### src/rtl/logic16_arbiter.sv
// logic16_arbiter: one WIDTH-bit bitwise logic unit shared by two requesters.
// A three-state FSM (idle -> exec -> resp) grants one requester at a time with
// round-robin priority. It captures the granted operands, computes the result
// in a single cycle, and then holds the result until the consumer takes it.
//
// Ports:
//   clk, reset                 clock and synchronous active-high reset
//   reqN_valid/op/a/b          requester N operation (op: 00 AND, 01 OR, 10 XOR, 11 NOT a)
//   reqN_ready                 requester N accepted this cycle (combinational, idle only)
//   rsp_valid/id/data          registered result, owner index and data
//   rsp_ready                  consumer accepts the result
//   busy                       FSM is not idle
module logic16_arbiter #(
  parameter int unsigned WIDTH = 16
) (
  input  logic             clk,
  input  logic             reset,
  input  logic             req0_valid,
  input  logic [1:0]       req0_op,
  input  logic [WIDTH-1:0] req0_a,
  input  logic [WIDTH-1:0] req0_b,
  output logic             req0_ready,
  input  logic             req1_valid,
  input  logic [1:0]       req1_op,
  input  logic [WIDTH-1:0] req1_a,
  input  logic [WIDTH-1:0] req1_b,
  output logic             req1_ready,
  output logic             rsp_valid,
  output logic             rsp_id,
  output logic [WIDTH-1:0] rsp_data,
  input  logic             rsp_ready,
  output logic             busy
);

  localparam logic [1:0] StIdle = 2'd0;
  localparam logic [1:0] StExec = 2'd1;
  localparam logic [1:0] StResp = 2'd2;

  logic [1:0]       state_q, state_d;
  logic             last_grant_q, last_grant_d;
  logic [1:0]       op_q, op_d;
  logic [WIDTH-1:0] a_q, a_d;
  logic [WIDTH-1:0] b_q, b_d;
  logic             id_q, id_d;
  logic             rsp_valid_q, rsp_valid_d;
  logic             rsp_id_q, rsp_id_d;
  logic [WIDTH-1:0] rsp_data_q, rsp_data_d;

  logic             grant0, grant1;
  logic [WIDTH-1:0] alu_result;

  // Round-robin grant. It is only offered in idle and never while reset is
  // high, so a reset edge can never coincide with an accepted request.
  always_comb begin
    grant0 = 1'b0;
    grant1 = 1'b0;
    if (state_q == StIdle && !reset) begin
      if (req0_valid && req1_valid) begin
        grant0 = last_grant_q;
        grant1 = !last_grant_q;
      end else begin
        grant0 = req0_valid;
        grant1 = req1_valid;
      end
    end
  end

  assign req0_ready = grant0;
  assign req1_ready = grant1;

  // Shared bitwise unit, fed only from the captured operands.
  always_comb begin
    unique case (op_q)
      2'b00:   alu_result = a_q & b_q;
      2'b01:   alu_result = a_q | b_q;
      2'b10:   alu_result = a_q ^ b_q;
      default: alu_result = ~a_q;
    endcase
  end

  always_comb begin
    state_d      = state_q;
    last_grant_d = last_grant_q;
    op_d         = op_q;
    a_d          = a_q;
    b_d          = b_q;
    id_d         = id_q;
    rsp_valid_d  = rsp_valid_q;
    rsp_id_d     = rsp_id_q;
    rsp_data_d   = rsp_data_q;

    unique case (state_q)
      StIdle: begin
        if (grant0) begin
          op_d         = req0_op;
          a_d          = req0_a;
          b_d          = req0_b;
          id_d         = 1'b0;
          last_grant_d = 1'b0;
          state_d      = StExec;
        end else if (grant1) begin
          op_d         = req1_op;
          a_d          = req1_a;
          b_d          = req1_b;
          id_d         = 1'b1;
          last_grant_d = 1'b1;
          state_d      = StExec;
        end
      end
      StExec: begin
        rsp_data_d  = alu_result;
        rsp_id_d    = id_q;
        rsp_valid_d = 1'b1;
        state_d     = StResp;
      end
      StResp: begin
        if (rsp_ready) begin
          rsp_valid_d = 1'b0;
          state_d     = StIdle;
        end
      end
      default: begin
        rsp_valid_d = 1'b0;
        state_d     = StIdle;
      end
    endcase
  end

  always_ff @(posedge clk) begin
    if (reset) begin
      state_q      <= StIdle;
      last_grant_q <= 1'b1;  // requester 0 wins the first tie
      op_q         <= 2'b00;
      a_q          <= '0;
      b_q          <= '0;
      id_q         <= 1'b0;
      rsp_valid_q  <= 1'b0;
      rsp_id_q     <= 1'b0;
      rsp_data_q   <= '0;
    end else begin
      state_q      <= state_d;
      last_grant_q <= last_grant_d;
      op_q         <= op_d;
      a_q          <= a_d;
      b_q          <= b_d;
      id_q         <= id_d;
      rsp_valid_q  <= rsp_valid_d;
      rsp_id_q     <= rsp_id_d;
      rsp_data_q   <= rsp_data_d;
    end
  end

  assign rsp_valid = rsp_valid_q;
  assign rsp_id    = rsp_id_q;
  assign rsp_data  = rsp_data_q;
  assign busy      = (state_q != StIdle);

endmodule

### config.mk
export PLATFORM = sky130hd
export DESIGN_NAME = logic16_arbiter
export DESIGN_NICKNAME = d
export VERILOG_FILES = /design/src/rtl/logic16_arbiter.sv
export SDC_FILE = /design/constraint.sdc
export NUM_CORES = 1
export LEC_CHECK = 0
export CORE_MARGIN = 2
export CORE_UTILIZATION = 30
export CTS_CLUSTER_DIAMETER = 40
export CTS_CLUSTER_SIZE = 20
export DETAILED_ROUTE_END_ITERATION = 8
export PLACE_DENSITY = 0.56
export SKIP_LAST_GASP = 1
export SLEW_MARGIN = 0
export SYNTH_ARGS = -nofsm -noshare
export SYNTH_HDL_FRONTEND = slang
export SYNTH_SLANG_ARGS = --single-unit
### constraint.sdc
create_clock -name clk -period 1.99 [get_ports clk]
set_input_delay 0.398 -clock clk [delete_from_list [all_inputs] [get_ports clk]]
set_output_delay 0.398 -clock clk [all_outputs]
set_load 0.05 [all_outputs]
# Yosys cells after proc, flatten, opt, wreduce, memory -nomap -nowiden

Cells that the tools add are included.

Bits of input ports: 73
Word-level logic and storage cells: 50
Register bits: 56
Output and inout bits: 21

Bitwise logic cells: 5
Equal/unequal tests: 6
Reduce and logical (&&, ||, !) cells: 11
Muxes and demuxes: 19

Operators by type and width:

| operator             | number |
|---|---|
| $mux W16             | 4 |
| $pmux W16 S3         | 1 |
| $and A16 B16 Y16     | 1 |
| $not A16 Y16         | 1 |
| $or A16 B16 Y16      | 1 |
| $xor A16 B16 Y16     | 1 |
| $mux W2              | 5 |
| $mux W1              | 7 |
| $pmux W2 S3          | 1 |
| $reduce_and A2 Y1    | 3 |
| $eq A2 B1 Y1 const B | 2 |
| $eq A2 B2 Y1 const B | 2 |
| $logic_not A2 Y1     | 2 |
| $reduce_bool A2 Y1   | 2 |
| $ne A3 B3 Y1 const B | 1 |
| $pmux W1 S3          | 1 |
| $logic_and A1 B1 Y1  | 2 |
| $logic_not A1 Y1     | 2 |
| $ne A2 B2 Y1 const B | 1 |
| $not A1 Y1           | 1 |

# Longest topological paths before layout

Depth in word-level cells: 6
Mapped depth: 6
Depth with buffers taken out: 5

# Worst setup path before layout

Ideal clock, no wire load.

Path type: input to output
Start: input reset
End: output req0_ready
Stages on the path: 5
Data arrival time: 2.241 ns
Buffers on the path: 3
Data required time: 1.592 ns
Slack: -0.649 ns
Cells stage by stage: buf_2 > or3_4 > buf_6 > buf_6 > nor3_1

Cells in the longest elaborated chain, start to end: 3

RTL lines:

| what                | RTL line | source |
|---|---|---|
| start: declaration  | 17       | `input logic reset,` |
| $logic_not A1 Y1    | 57       | `if (state_q == StIdle && !reset) begin` |
| $logic_and A1 B1 Y1 | 57       |  |
| $mux W1             | 57       |  |
| end: declaration    | 22       | `output logic req0_ready,` |

No other way between the ends.

# Final worst setup path

Start: register state_q[0]
End: output req0_ready

Cells in the longest elaborated chain, start to end: 3

RTL lines:

| what                     | RTL line | source |
|---|---|---|
| start: declaration       | 39       | `logic [1:0] state_q, state_d;` |
| start signal: assignment | 131      | `state_q <= StIdle;` |
| start signal: assignment | 141      | `state_q <= state_d;` |
| $logic_not A2 Y1         | 57       |  |
| $logic_and A1 B1 Y1      | 57       |  |
| $mux W1                  | 57       |  |

No other way between the ends.

==> results.md <==
- The final instance count without filler cells is 608.
- STA puts the critical path data required time at 1590 ps.
- The number of DRC markers after the initial detailed-route iteration is 118.
- The met2 wirelength from detailed routing is 5.13 mm.
- The critical path launch point type is a flip-flop.
- The number of max-cap violations is 0.
- The final hold slack is 479 ps.
- Summed over all layers, the routed wires come to 10.5 mm.
- The number of clock sinks is 56.
- The number of distinct standard cells referenced by the synthesized netlist is 27.
- The number of warnings printed during yosys synthesis is 0.
- STA classifies the critical path endpoint as a primary output.
- The number of global-route vias before repair was 3301.
- The count of TritonRoute iterations in the first routing pass is 4.
- The clock network latency to the later pin of the worst-skew pair is 300 ps.
- The ratio of routed vias to standard cells is 5.25.
- The number of nets in the layout is 565.
- The number of failing setup endpoints in the final timing report is 0.
- The number of placement rows is 40.
- TritonCTS built the clock tree.
- On the final layout, the worst clock skew is 11.9 ps.
- The setup slack after layout is 72.9 ps.
- Subtracting the final worst setup slack from the clock period gives 1920 ps.
- The largest net degree at the start of global routing is 36.
- The number of antenna cells inserted is 0.
- The number of antenna violations at the first check in global routing is 0.
- The maximum vdd drop is 0.312 mV.
- For this run, asynchronously set or reset flops after synthesis account for 0%.
- The largest area contributor in the synthesized netlist is sky130_fd_sc_hd__dfxtp_1.
- Of the cells placed in the final design, the portion with a size suffix greater than 1 is 20.4%.
- Buffers inserted to repair hold after CTS numbered 0.
- The total power is 3.31 mW.
- The total routing usage reported by global routing is 16.6%.
- The number of port buffers is 93.
- The transition at the pin with the smallest max-transition slack is 602 ps.
- The hold violation count in the final report is 0.
- The H-tree was split into 2 levels.
- After synthesis the cells add up to 3670 sq um.
- After synthesis, the largest area contributor takes up 30.6% of total cell area.
- In the routed design, unresolved DRC markers number 0.
- The highest cell delay on the worst timing path is 440 ps.
- The number of setup buffers added after CTS is 0.
- The path class of the tightest hold or removal check is reg2reg.
- The routed layout has 3190 vias.
- The number of buffers inserted during clock tree synthesis is 5.
- Summed over all cells, the static leakage comes to 1.92 nW.
- After detailed placement, the design holds a cell count of 600.
- The internal power of the cells totals 2.30 mW.
- The maximum root-to-sink buffer count is 2.
- The detail route stage leaves a number of antenna-violating nets equal to 0.
- In this run the mean area of a mapped cell was 9.73 sq um.
- Synthesis produced a netlist with a net count of 482.
- The net switching power figure is 1.01 mW.
- In this design, the largest share of critical-path delay is due to simple AND/OR/NAND/NOR gates.
- The total power density per cell area is 657 nW/um^2.
- The synthesized design contains 0 enable-type register cells.
- The share of the cycle needed by the critical path after routing is 96.3%.
- After detailed routing, the average wire length per cell comes to 17.3 um.
- Clock-pin slew was measured on the worst setup and hold paths at 70 ps.
- Global routing finished with a remaining overflow of 0.
- The switching portion of total power is 30.6%.
- The main flop type after synthesis is sky130_fd_sc_hd__dfxtp_1.
- The full die area is 13100 sq um.
- Setup repair after global routing left no endpoint under its margin.
- The setup path with the least slack is of type reg2out.
- The biggest fanout along the worst timing path is 5.
- After synthesis, the most frequently instantiated cells are 56 x sky130_fd_sc_hd__dfxtp_1, 49 x sky130_fd_sc_hd__inv_1, 36 x sky130_fd_sc_hd__a21oi_1, 34 x sky130_fd_sc_hd__a311oi_1, 34 x sky130_fd_sc_hd__nand4_1.
- For this run, the top clock speed supported by timing is 522 MHz.
- The detailed-routed wire length on met3 is 499 um.
- The final max-slew violation count came to 0.
- The die extent in y is 115 um.
- Ranked by total cell area, the synthesized netlist is headed by sky130_fd_sc_hd__dfxtp_1 31%, sky130_fd_sc_hd__ha_1 11%, sky130_fd_sc_hd__mux4_2 9.8%.
- The synthesized design contains 56 register bits.
- The starting density of the core is 30.7%.
- The run finished with clean final reports.
- After floorplanning, the core was sized to cover 12000 sq um.
- The total cell area at the placement stage is 4870 sq um.
- The worst pin sits at a relative slew slack of 59.7%.
- The most common cell in the synthesized netlist is sky130_fd_sc_hd__dfxtp_1.
- The detailed-route wire length on metal 1 is 4.76 mm.
- The wire-length estimate of the detail-placed layout is 8.17 mm.
- Per report_power, the combinational group accounts for 30.6% of the total.
- The area overhead of the layout relative to synthesis is 37.4%.
- The buffering stage count on the worst path with inverters included is 2.
- The power share of the sequential group is 38.9%.
- Routed signal wires occupy layers up through met4.
- The number of primary I/O pins is 94.
- The total non-filler cell area in the finished layout is 5040 sq um.
- The critical path goes through buf_4 > or3_4 > nor3_4 > buf_12.
- The global-route wire length before repair is 17.0 mm.
- Measured along the x axis, the die boundary spans 115 um.
- The filler cells instantiated in the layout total 1162.
- The pre-CTS setup slack is -167 ps.
- The share of total power in the clock network is 30.4%.
- In this run the clock root is driven by a sky130_fd_sc_hd__clkbuf_16.
- The library cell contributing the largest single delay on the critical path is sky130_fd_sc_hd__or3_4.
- The gate count after technology mapping is 377.
- The congestion estimate from routability-driven global placement came to 0.789.
- The data arrival at the endpoint of the critical path is 1520 ps.
- The share of the Yosys chip area taken by registers is 30.6%.
-- final timing paths --
path                      to  depth (start not counted)  slack [ps]        from
setup reg to reg     op_q[1]                          5         350  state_q[0]
setup / recovery  req0_ready                          4          70  state_q[0]
hold / removal     rsp_valid                          2         480   rsp_valid
hold reg to reg    rsp_valid                          2         480   rsp_valid
-- timing repair --
item | CTS | global route
endpoints found under the hold margin | 0 | 0
resized for setup | 1 | 2
pin swaps | 0 | 0
endpoints found under the setup margin | 2 | 9
-- sequential cells by signal, summed over array words and instances (netlist names) --
name and flops:
b_q 16, id_q 1, rsp_valid 1, state_q 2, last_grant_q 1, rsp_data 16, rsp_id 1, a_q 16
op_q 2
-- cell type report --
class	instances	area [sq um]	area share, %
multi-input cells	226	2150	42.7
repair buffers	121	1230	24.4
flip-flops and latches	56	1120	22.2
inverters	50	188	3.72
well taps	147	184	3.65
clock buffers	5	125	2.48
clock inverters	3	42.5	0.844
-- placed cells by master, fill, tap and decap left out, types with 16 or more instances in the layout --
master	n
sky130_fd_sc_hd__a311oi_1	34
sky130_fd_sc_hd__a22o_1	16
sky130_fd_sc_hd__ha_1	32
sky130_fd_sc_hd__o31ai_2	27
sky130_fd_sc_hd__a21oi_1	36
sky130_fd_sc_hd__nand4_1	34
sky130_fd_sc_hd__buf_4	25
sky130_fd_sc_hd__inv_1	49
sky130_fd_sc_hd__dfxtp_1	56
sky130_fd_sc_hd__mux4_2	16
sky130_fd_sc_hd__clkdlybuf4s50_1	87
-- routing by layer --
layer	track usage [%]	vias to the layer above
met5	0	-
met4	4.31	0
met3	2.28	7
met2	28.0	76
met1	22.2	1514
li1	-	1593
-- stage by stage --
step	TNS, ps	utilization [%]
finish	0	42.1
global placement	-4610	40.7
floorplan	0	-
detailed placement	-5600	40.7
global route	0	42.1
CTS	0	42.1
-- power by group through the flow --
stage | logic [mW] | clock network [mW] | registers (mW)
final | 1.01 | 1.01 | 1.29
after detailed placement | 1.02 | 0 | 1.32
after CTS | 1.03 | 1.04 | 1.29
after global routing | 1.12 | 1.07 | 1.31
after floorplan | 0.590 | 0 | 1.34
after global placement | 0.991 | 0 | 1.32
-- worst min-delay path, cell delays in order, from the launching register on --
cell                      delay [ps]
sky130_fd_sc_hd__dfxtp_1         310
sky130_fd_sc_hd__nor2_1           80
sky130_fd_sc_hd__nor3_1           50
-- cells by family after synthesis --
family / after synthesis / share of synthesized area [%]
compound gates: 122 / 27.8
buf+inv: 95 / 11.6
flops: 56 / 30.6
simple gates: 55 / 9.07
fa+ha+maj: 32 / 10.9
mux: 17 / 10.1
Power figures use the tool's default switching activity.
